## src/rtl/unidade_busca_pc.sv

```systemverilog
// Program-counter register and fetch sequencer: selects the next PC, handshakes with
// instruction memory and hands each fetched word plus its PC to decode.
module unidade_busca_pc #(
    parameter logic [31:0] PC_RESET = 32'h0000_0000
) (
    input  logic        clock,
    input  logic        reset,
    output logic [31:0] pc,
    input  logic [31:0] pc_mais4,
    input  logic        branch_taken,
    input  logic [31:0] branch_target,
    input  logic        jump,
    input  logic [31:0] jump_target,
    input  logic        jr,
    input  logic [31:0] jr_target,
    input  logic        stall,
    output logic        imem_req,
    input  logic        imem_ready,
    input  logic [31:0] imem_data,
    output logic [31:0] instr,
    output logic [31:0] instr_pc,
    output logic        instr_valid,
    output logic [31:0] contador_instr,
    output logic        erro_alinhamento
);

    localparam int unsigned XLEN = 32;

    typedef enum logic [0:0] {
        BUSCA = 1'b0,
        ERRO  = 1'b1
    } estado_t;

    estado_t          state_q, state_d;
    logic [XLEN-1:0]  pc_q, pc_d;
    logic [XLEN-1:0]  instr_q, instr_d;
    logic [XLEN-1:0]  instr_pc_q, instr_pc_d;
    logic             instr_valid_q, instr_valid_d;
    logic [XLEN-1:0]  contador_q, contador_d;
    logic             erro_q, erro_d;
    logic             pend_valid_q, pend_valid_d;
    logic [XLEN-1:0]  pend_target_q, pend_target_d;

    logic             imem_req_c;
    logic             aceite_c;
    logic             redir_c;
    logic [XLEN-1:0]  redir_target_c;
    logic [XLEN-1:0]  next_pc_c;

    // Next-state and output logic; same-cycle redirects take priority over the pending one
    always_comb begin
        state_d        = state_q;
        pc_d           = pc_q;
        instr_d        = instr_q;
        instr_pc_d     = instr_pc_q;
        instr_valid_d  = 1'b0;
        contador_d     = contador_q;
        erro_d         = erro_q;
        pend_valid_d   = pend_valid_q;
        pend_target_d  = pend_target_q;
        redir_c        = 1'b1;
        redir_target_c = pc_mais4;

        imem_req_c = (state_q == BUSCA) && !stall && !reset;
        aceite_c   = imem_req_c && imem_ready;

        if (jr) begin
            redir_target_c = jr_target;
        end else if (jump) begin
            redir_target_c = jump_target;
        end else if (branch_taken) begin
            redir_target_c = branch_target;
        end else begin
            redir_c = 1'b0;
        end

        if (redir_c) begin
            next_pc_c = redir_target_c;
        end else if (pend_valid_q) begin
            next_pc_c = pend_target_q;
        end else begin
            next_pc_c = pc_mais4;
        end

        if (state_q == BUSCA) begin
            if (aceite_c) begin
                instr_d       = imem_data;
                instr_pc_d    = pc_q;
                instr_valid_d = 1'b1;
                contador_d    = contador_q + XLEN'(1);
                pend_valid_d  = 1'b0;
                // A misaligned target still delivers the word but halts fetch
                if (next_pc_c[1:0] != 2'b00) begin
                    state_d = ERRO;
                    erro_d  = 1'b1;
                end else begin
                    pc_d = next_pc_c;
                end
            end else if (redir_c) begin
                pend_valid_d  = 1'b1;
                pend_target_d = redir_target_c;
            end
        end
    end

    // State register with synchronous reset
    always_ff @(posedge clock) begin
        if (reset) begin
            state_q       <= BUSCA;
            pc_q          <= PC_RESET;
            instr_q       <= '0;
            instr_pc_q    <= '0;
            instr_valid_q <= 1'b0;
            contador_q    <= '0;
            erro_q        <= 1'b0;
            pend_valid_q  <= 1'b0;
            pend_target_q <= '0;
        end else begin
            state_q       <= state_d;
            pc_q          <= pc_d;
            instr_q       <= instr_d;
            instr_pc_q    <= instr_pc_d;
            instr_valid_q <= instr_valid_d;
            contador_q    <= contador_d;
            erro_q        <= erro_d;
            pend_valid_q  <= pend_valid_d;
            pend_target_q <= pend_target_d;
        end
    end

    assign pc               = pc_q;
    assign imem_req         = imem_req_c;
    assign instr            = instr_q;
    assign instr_pc         = instr_pc_q;
    assign instr_valid      = instr_valid_q;
    assign contador_instr   = contador_q;
    assign erro_alinhamento = erro_q;

endmodule

```

## config.mk

```make
export PLATFORM = sky130hd
export DESIGN_NAME = unidade_busca_pc
export DESIGN_NICKNAME = d
export VERILOG_FILES = /design/src/rtl/unidade_busca_pc.sv
export SDC_FILE = /design/constraint.sdc
export NUM_CORES = 1
export LEC_CHECK = 0
export CAP_MARGIN = 0
export CELL_PAD_IN_SITES_DETAIL_PLACEMENT = 0
export CELL_PAD_IN_SITES_GLOBAL_PLACEMENT = 1
export CORE_ASPECT_RATIO = 0.75
export CORE_MARGIN = 3
export CORE_UTILIZATION = 30
export DETAILED_ROUTE_END_ITERATION = 6
export GPL_TIMING_DRIVEN = 0
export PLACE_DENSITY_LB_ADDON = 0.12
export SLEW_MARGIN = 15
export SYNTH_ARGS = -nofsm -noshare
export SYNTH_HDL_FRONTEND = slang
export SYNTH_SLANG_ARGS = --single-unit
```

## constraint.sdc

```tcl
create_clock -name clock -period 2.7 [get_ports clock]
set_clock_uncertainty 0.2 [all_clocks]
set_input_delay 0.27 -clock clock [delete_from_list [all_inputs] [get_ports clock]]
set_output_delay 0.27 -clock clock [all_outputs]
set_load 0.05 [all_outputs]
```

---- Yosys cells after proc, flatten, opt, wreduce, memory -nomap -nowiden ----
Cells that the tools add are included.
operators by class
  $add $sub $neg .......................... 1
  muxes and demuxes ....................... 14
  bitwise operators ....................... 3
  reductions and logical operators ........ 13
operator list
  operator               number
  $mux 32                5
  $add 32x1->32 const B  1
  $mux 1                 9
  $reduce_and 3->1       3
  $reduce_and 2->1       2
  $reduce_bool 2->1      2
  $logic_and 1x1->1      3
  $not 1->1              3
  $logic_not 1->1        2
  $reduce_or 2->1        1
word-level totals
  register bits after elaboration ......... 164
  output and inout port bits .............. 131
  logic and storage cells ................. 40

---- Depth between registers and ports, before layout ----
Gate-level depths: netlist (run 1).
  depth after elaboration ................. 8
  depth in mapped cells ................... 8

---- Least setup slack after synthesis (run 1) ----
Ideal clock, no wire load.
  path type ............................... register -> register
  from .................................... register contador_q[5] (netlist: contador_instr[5])
  to ...................................... register contador_q[20] (netlist: contador_instr[20])
  setup time .............................. 0.128 ns
  arrival time ............................ 2.143 ns
  slack ................................... 0.229 ns
  cell stages (with the launch flop) ...... 7
  path buffers ............................ 1
  period minus slack after synthesis ...... 2.471 ns
  cells stage by stage .................... dfxtp_1 -> nand4_1 -> or2_2 -> clkbuf_1 -> nor4_1 -> xnor2_1 -> nor2_1
between the ends
  cells in the longest elaborated chain, start to end .. 1
RTL lines
  item                    line  text
  start, declared         39    logic [XLEN-1:0] contador_q, contador_d;
  start signal, assigned  124   contador_q <= contador_d;
  $add 32x1->32           90    contador_d = contador_q + XLEN'(1);
No other way between the ends.
A chain may end at the register's enable or synchronous reset.

---- Worst setup path in the final report (run 1) ----
  from .................................... input reset
  to ...................................... register pend_target_q[23]
between the ends
  cells in the longest elaborated chain, start to end .. 5
RTL lines
  item                               line  text
  start, declared                    7     input logic reset,
  $logic_not 1->1                    64    imem_req_c = (state_q == BUSCA) && !stall && !reset;
  $logic_and 1x1->1                  64
  $logic_and 1x1->1                  65    aceite_c = imem_req_c && imem_ready;
  $not 1->1 (no source line)         n/a
  $reduce_and 3->1 (no source line)  n/a
  end signal, assigned               127   pend_target_q <= pend_target_d;
  end, declared                      42    logic [XLEN-1:0] pend_target_q, pend_target_d;
Several ways; a longest one is shown, not always the timed one.

==> impl_metrics.tcl, run 1 <==
set metrics [dict create \
    finalHoldViolCount 0 \
    wl_per_cell_um 18.2 \
    pre_cts_slack_ns -1.14 \
    syn_nets 1135 \
    status "finished clean" \
    synth_warnings 0 \
    syn_area_um2 7910 \
    synthToLayoutAreaGrowth_pct 50.0 \
    synth-seq-cells 164 \
    drc_errors 0 \
    drive_gt1_share_pct 5.26 \
    cp-end-kind "register" \
    cts_buffers 17 \
    synth_edf_count 0 \
    switching_share_pct 27.1 \
    placed_area_um2 11300 \
    finalSetupViolCount 0 \
    cts_setup_buffers 0 \
    rows 50 \
    p_int_mw 4.31 \
    layout_setup_ws_ns 0.206 \
    cts_tree "yes" \
    grt_usage_pct 20.7 \
    mostFrequentLayoutCells "clkdlybuf4s50_1, nand2_1, dfxtp_1, o21ai_0" \
    synthDistinctLibCells 40 \
    h-tree-depth 4 \
    clkTransAtPathRegs_ns 0.06 \
    leakage_nw 4.33 \
    initialDrtViolationCount 364 \
    p_per_area_nw_per_um2 499 \
    holdWs_ns 0.184 \
    fin_crit_sh_pct 92.4 \
    yosysSeqAreaShare_pct 41.5 \
    critPathKind "input port to register" \
    syn_avg_cell_area_um2 8.18 \
    slew_violations 0 \
    coreArea_um2 25500 \
    wirelength_um 29800 \
    cp_max_fo 10 \
    dp_hpwl_um 23000 \
    syn-instance-count 967 \
    final_area_um2 11900 \
    die-area_um2 28400 \
    nNetsFinal 1449 \
    clkPwrFrac_pct 39.8 \
    clk_path_buf_depth 2 \
    initial_core_util_pct 31.1 \
    required_ns 2.84 \
    synthArstFlopShare_pct 0 \
    seqPwrFrac_pct 43.2 \
    cp.arrival_ns 2.64 \
    gp_congestion 0.803 \
    clock.fmax_ghz 0.401 \
    timing.final.crit_period_ns 2.49 \
    synthFlopType "dfxtp_1" \
    max-slew-margin-rel_pct 45.2 \
    die_w_um 193 \
    clk_latency_ns 0.43 \
    clockRootBuffer "clkbuf_16" \
    grt_first_pass_wirelength_um 46700 \
    startpoint_type "input port" \
    max_cap_viol_count 0 \
    overflow 0 \
    clock-sinks 164 \
    grt_pass1_vias 7951 \
    mostFrequentLayoutCell "clkdlybuf4s50_1" \
    pin_count 298 \
    drt_first_pass_iters 4 \
    via_per_inst 4.88 \
    grt_setup_unrepaired "no" \
    tightest_slew_ns 0.822 \
    peakVddDrop_uv 435 \
    antenna_found_initial 2 \
    hold_path.class "input port to register" \
    nFillCells 2610 \
    finish.utilization_pct 46.6 \
    diodes 0 \
    grt_max_degree 17 \
    ant_nets 0 \
    io_buffers 295 \
    netSwitchingPower_mw 1.60 \
    via_count 7966 \
    p_comb_share_pct 17.0 \
    die_h_um 147 \
]
[cell usage after synthesis (3+ instances only)]
library cell  count  area, um^2
dfxtp_1         164        3280
buf_1             6        22.5
o21ai_0          94         470
nor3_1            6        30.0
mux2i_1          64         641
nor2_1           64         240
and3_1            3        18.8
xnor2_1          13         114
a211o_1          30         263
xor2_1           10        87.6
nand4_1          12        75.1
a211oi_1         60         450
buf_2             5        25.0
nor4_4            4        85.1
nand3_1          11        55.1
inv_1             7        26.3
clkbuf_1         71         267
nor3b_1           3        22.5
mux2_2            4        45.0
nor2b_1          67         419
nor3_2            7        70.1
nand2_1         170         638
a21oi_1          67         335
[metal layers]
metal	share of wire, %	routed length (um)	track usage (%)
met5	0.074	22	0
met4	0.77	228	3.90
met3	6.3	1870	6.48
met2	43	12700	30.7
met1	50	14900	29.8
[worst paths after layout]
| kind | start | to | slack (ns) | cells past startpoint |
|---|---|---|---|---|
| max | reset | pend_target_q[23] | 0.21 | 8 |
| min reg2reg | instr[19] | instr[19] | 0.25 | 2 |
| min | imem_data[19] | instr[19] | 0.18 | 3 |
| max reg2reg | state_q | pend_target_q[23] | 0.25 | 7 |
[state kept, by name, summed over array words and instances, names as in the netlist]
signal / count
instr_pc: 32
instr: 32
instr_valid: 1
erro_alinhamento: 1
contador_instr: 32
pend_target_q: 32
pend_valid_q: 1
pc: 32
state_q: 1
[logic make-up after synthesis]
| kind of cell | after synthesis | share of synthesized area (%) |
|---|---|---|
| AO/OA/AOI/OAI | 256 | 19.7 |
| XOR/XNOR | 23 | 2.55 |
| adder cells (fa/ha/maj) | 1 | 0.158 |
| buffers and inverters | 92 | 4.65 |
| flip-flops | 164 | 41.5 |
| multiplexers | 69 | 8.86 |
| AND/OR/NAND/NOR | 362 | 22.5 |
[power by group through the flow]
| stage | logic [mW] | clock network, mW | registers [mW] |
|---|---|---|---|
| floorplan | 0.439 | 0 | 2.69 |
| global placement | 1.01 | 0 | 2.61 |
| detailed placement | 1.01 | 0 | 2.61 |
| CTS | 1.02 | 2.42 | 2.55 |
| global route | 1.10 | 2.54 | 2.57 |
| finish | 1.01 | 2.36 | 2.56 |
[cell type report]
cell class	count	area, um^2	share of cell area, %
Buffer	84	354	2.99
Clock buffer	21	480	4.05
Clock inverter	11	82.6	0.696
Inverter	8	31.3	0.264
Multi-Input combinational cell	711	4260	35.9
Sequential cell	164	3280	27.7
Tap cell	338	423	3.57
Timing Repair Buffer	295	2950	24.9
[timing repair]
action	in CTS	in global routing
hold buffers	0	0
setup endpoints to repair	1	40
pin swaps	0	0
resized for setup	9	13
[through the flow]
stage	power (mW)	instances	TNS [ns]
after floorplan	3.13	967	0
after global placement	3.61	1600	-27.65
final	5.92	1632	0
after global routing	6.21	1632	0
after CTS	5.99	1632	0
after detailed placement	3.62	1600	-31.66
[critical path: stages]
cell and delay, ns:
clkdlybuf4s50_1 0.59, or4b_1 0.16, buf_6 0.17, clkinv_2 0.14, nor3_2 0.52, clkbuf_1 0.47
nor2_1 0.08, a211oi_1 0.23
No activity file was read; power rests on OpenSTA's default activity.
==> run 2, diff against run 1 <==
--- a/config.mk
+++ b/config.mk
@@ -14,6 +14,7 @@
 export DETAILED_ROUTE_END_ITERATION = 6
 export GPL_TIMING_DRIVEN = 0
 export PLACE_DENSITY_LB_ADDON = 0.12
+export REMOVE_ABC_BUFFERS = 1
 export SLEW_MARGIN = 15
 export SYNTH_ARGS = -nofsm -noshare
 export SYNTH_HDL_FRONTEND = slang
==> run 2 against run 1 <==
  * Sequential power barely moved
  * Sequential cell count did not move
  * Clock-buffer cell count did not move
  * Maximum frequency fell by 2.1%
  * Critical path type unchanged
  * Non-clock buffer count fell by 69
==> impl_metrics.tcl, run 2 (same netlist as run 1, synthesis figures left out) <==
set metrics [dict create \
    status "finished clean" \
    nNetsFinal 1383 \
    clk_path_buf_depth 2 \
    initialDrtViolationCount 401 \
    die_w_um 193 \
    grt_first_pass_wirelength_um 44100 \
    grt_usage_pct 19.4 \
    cts_buffers 17 \
    r2r_cells 6 \
    fin_crit_sh_pct 94.4 \
    required_ns 2.82 \
    rrSetupSlack_ns 0.21 \
    p_per_area_nw_per_um2 519 \
    io_buffers 297 \
    coreArea_um2 25500 \
    cp_num_buf_inv 2 \
    die_h_um 147 \
    cp_max_fo 77 \
    pin_count 298 \
    whs_path_depth 2 \
    grt_max_degree 106 \
    gp_congestion 0.766 \
    critical-path-top-delay-family "simple AND/OR/NAND/NOR gates" \
    nFillCells 2561 \
    final_area_um2 11900 \
    clockRootBuffer "clkbuf_16" \
    cts_tree "yes" \
    drc_errors 0 \
    drt_first_pass_iters 4 \
    initial_core_util_pct 31.1 \
    clkTransAtPathRegs_ns 0.07 \
    finalNonFillerCells 1566 \
    via_count 7650 \
    placed_area_um2 11200 \
    mostFrequentLayoutCells "clkdlybuf4s50_1, nand2_1, dfxtp_1, o21ai_0" \
    h-tree-depth 4 \
    peakVddDrop_uv 429 \
    cp-end-kind "register" \
    grt_pass1_vias 7484 \
    path_cells "clkdlybuf4s50_1, or4b_4, clkinv_16, nand2_1, nor3_2, nand4_1, mux2_2" \
    drive_gt1_share_pct 6.27 \
    tns_ns 0 \
    startpoint_type "input port" \
    overflow 0 \
    slew_violations 0 \
    grt_setup_unrepaired "no" \
    reg2reg_to "contador_instr[29]" \
    dp_hpwl_um 17900 \
    hold_path.class "input port to register" \
    ant_nets 0 \
    cp.arrival_ns 2.67 \
    max_cap_viol_count 0 \
    critPathKind "input port to register" \
    diodes 0 \
    timing.final.crit_period_ns 2.55 \
    slowest_delay_ns 0.73 \
    mostFrequentLayoutCell "clkdlybuf4s50_1" \
    leakage_nw 4.36 \
    antenna_found_initial 0 \
    clk_latency_ns 0.43 \
    r2r_start "state_q" \
    hold_end "instr[21]" \
    tightest_slew_ns 0.799 \
    power_mw 6.17 \
    rows 50 \
    wl_per_cell_um 18.0 \
    finalSetupViolCount 0 \
    die-area_um2 28400 \
    clock.fmax_ghz 0.392 \
    ctsHoldBuffers 0 \
    clock-sinks 164 \
    via_per_inst 4.89 \
    dp_cells 1527 \
    slowest_stage "or4b_4" \
    finalHoldViolCount 0 \
    max-slew-margin-rel_pct 46.8 \
    wirelength_um 28100 \
    synthToLayoutAreaGrowth_pct 50.4 \
    min_from "reset" \
]
## run 2: cell types whose count changed in the layout (fill, tap and decap cells not counted), moves of 3 or more
cell	change
clkinv_2	-8
clkbuf_1	-63
buf_4	+3
clkinv_4	+3
buf_8	+3
clkbuf_4	-3
buf_2	-3
buf_12	+6
clkbuf_2	-5
buf_1	-5
## run 2: through the flow
step / hold WS (ns) / setup slack, ns / util, %
final: 0.128 / 0.152 / 46.7
after global routing: 0.126 / 0.0464 / 46.7
after CTS: 0.123 / 0.0684 / 46.7
after detailed placement: 0.245 / -1.48 / 43.8
after global placement: 0.241 / -13.82 / 43.1
after floorplan: 0.139 / -3.34 / -
## run 2: layer usage
metal / track usage (%) / wire, um / part of all wire [%]
met1: 26.6 / 13600 / 48
met2: 29.9 / 12200 / 43
met3: 6.94 / 2040 / 7.2
met4: 3.54 / 246 / 0.88
met5: 0 / 0 / 0
## run 2: worst reg2reg max path: stages (launching register included)
cell,delay [ns]
dfxtp_2,0.38
or4b_4,0.67
clkinv_16,0.25
nand2_1,0.11
nor3_2,0.33
nand4_1,0.15
mux2_2,0.30
## run 2: timing repair
| action | CTS | global route |
|---|---|---|
| setup endpoints to repair | 90 | 19 |
| pin swaps | 2 | 1 |
| buffers inserted | 4 | 0 |
| gates cloned | 2 | 1 |
| resized for setup | 4 | 2 |
## run 2: worst max-delay path by stage
stage,start,to,slack [ns],cells past startpoint
6_report,stall,contador_instr[29],0.15,7
5_1_grt,reset,pend_target_q[22],0.05,9
4_1_cts,state_q,contador_instr[27],0.07,6
3_5_place_dp,reset,pend_target_q[22],-1.48,9
3_3_place_gp,reset,pend_target_q[0],-13.82,6
2_1_floorplan,state_q,pend_target_q[0],-3.34,5
## run 2: cell type report
| type | instances | area, um^2 | share of cell area (%) |
|---|---|---|---|
| timing repair buffer | 310 | 3190 | 26.8 |
| sequential | 164 | 3290 | 27.6 |
| tap | 338 | 423 | 3.56 |
| clock buffer | 21 | 470 | 3.96 |
| inverter | 8 | 56.3 | 0.473 |
| clock inverter | 11 | 149 | 1.25 |
| multi-input combinational | 714 | 4320 | 36.3 |
## run 2: report_power, final
part | internal [mW] | switching [mW]
Sequential | 2.51 | 0.0678
Combinational | 0.478 | 0.518
Clock | 1.54 | 1.06
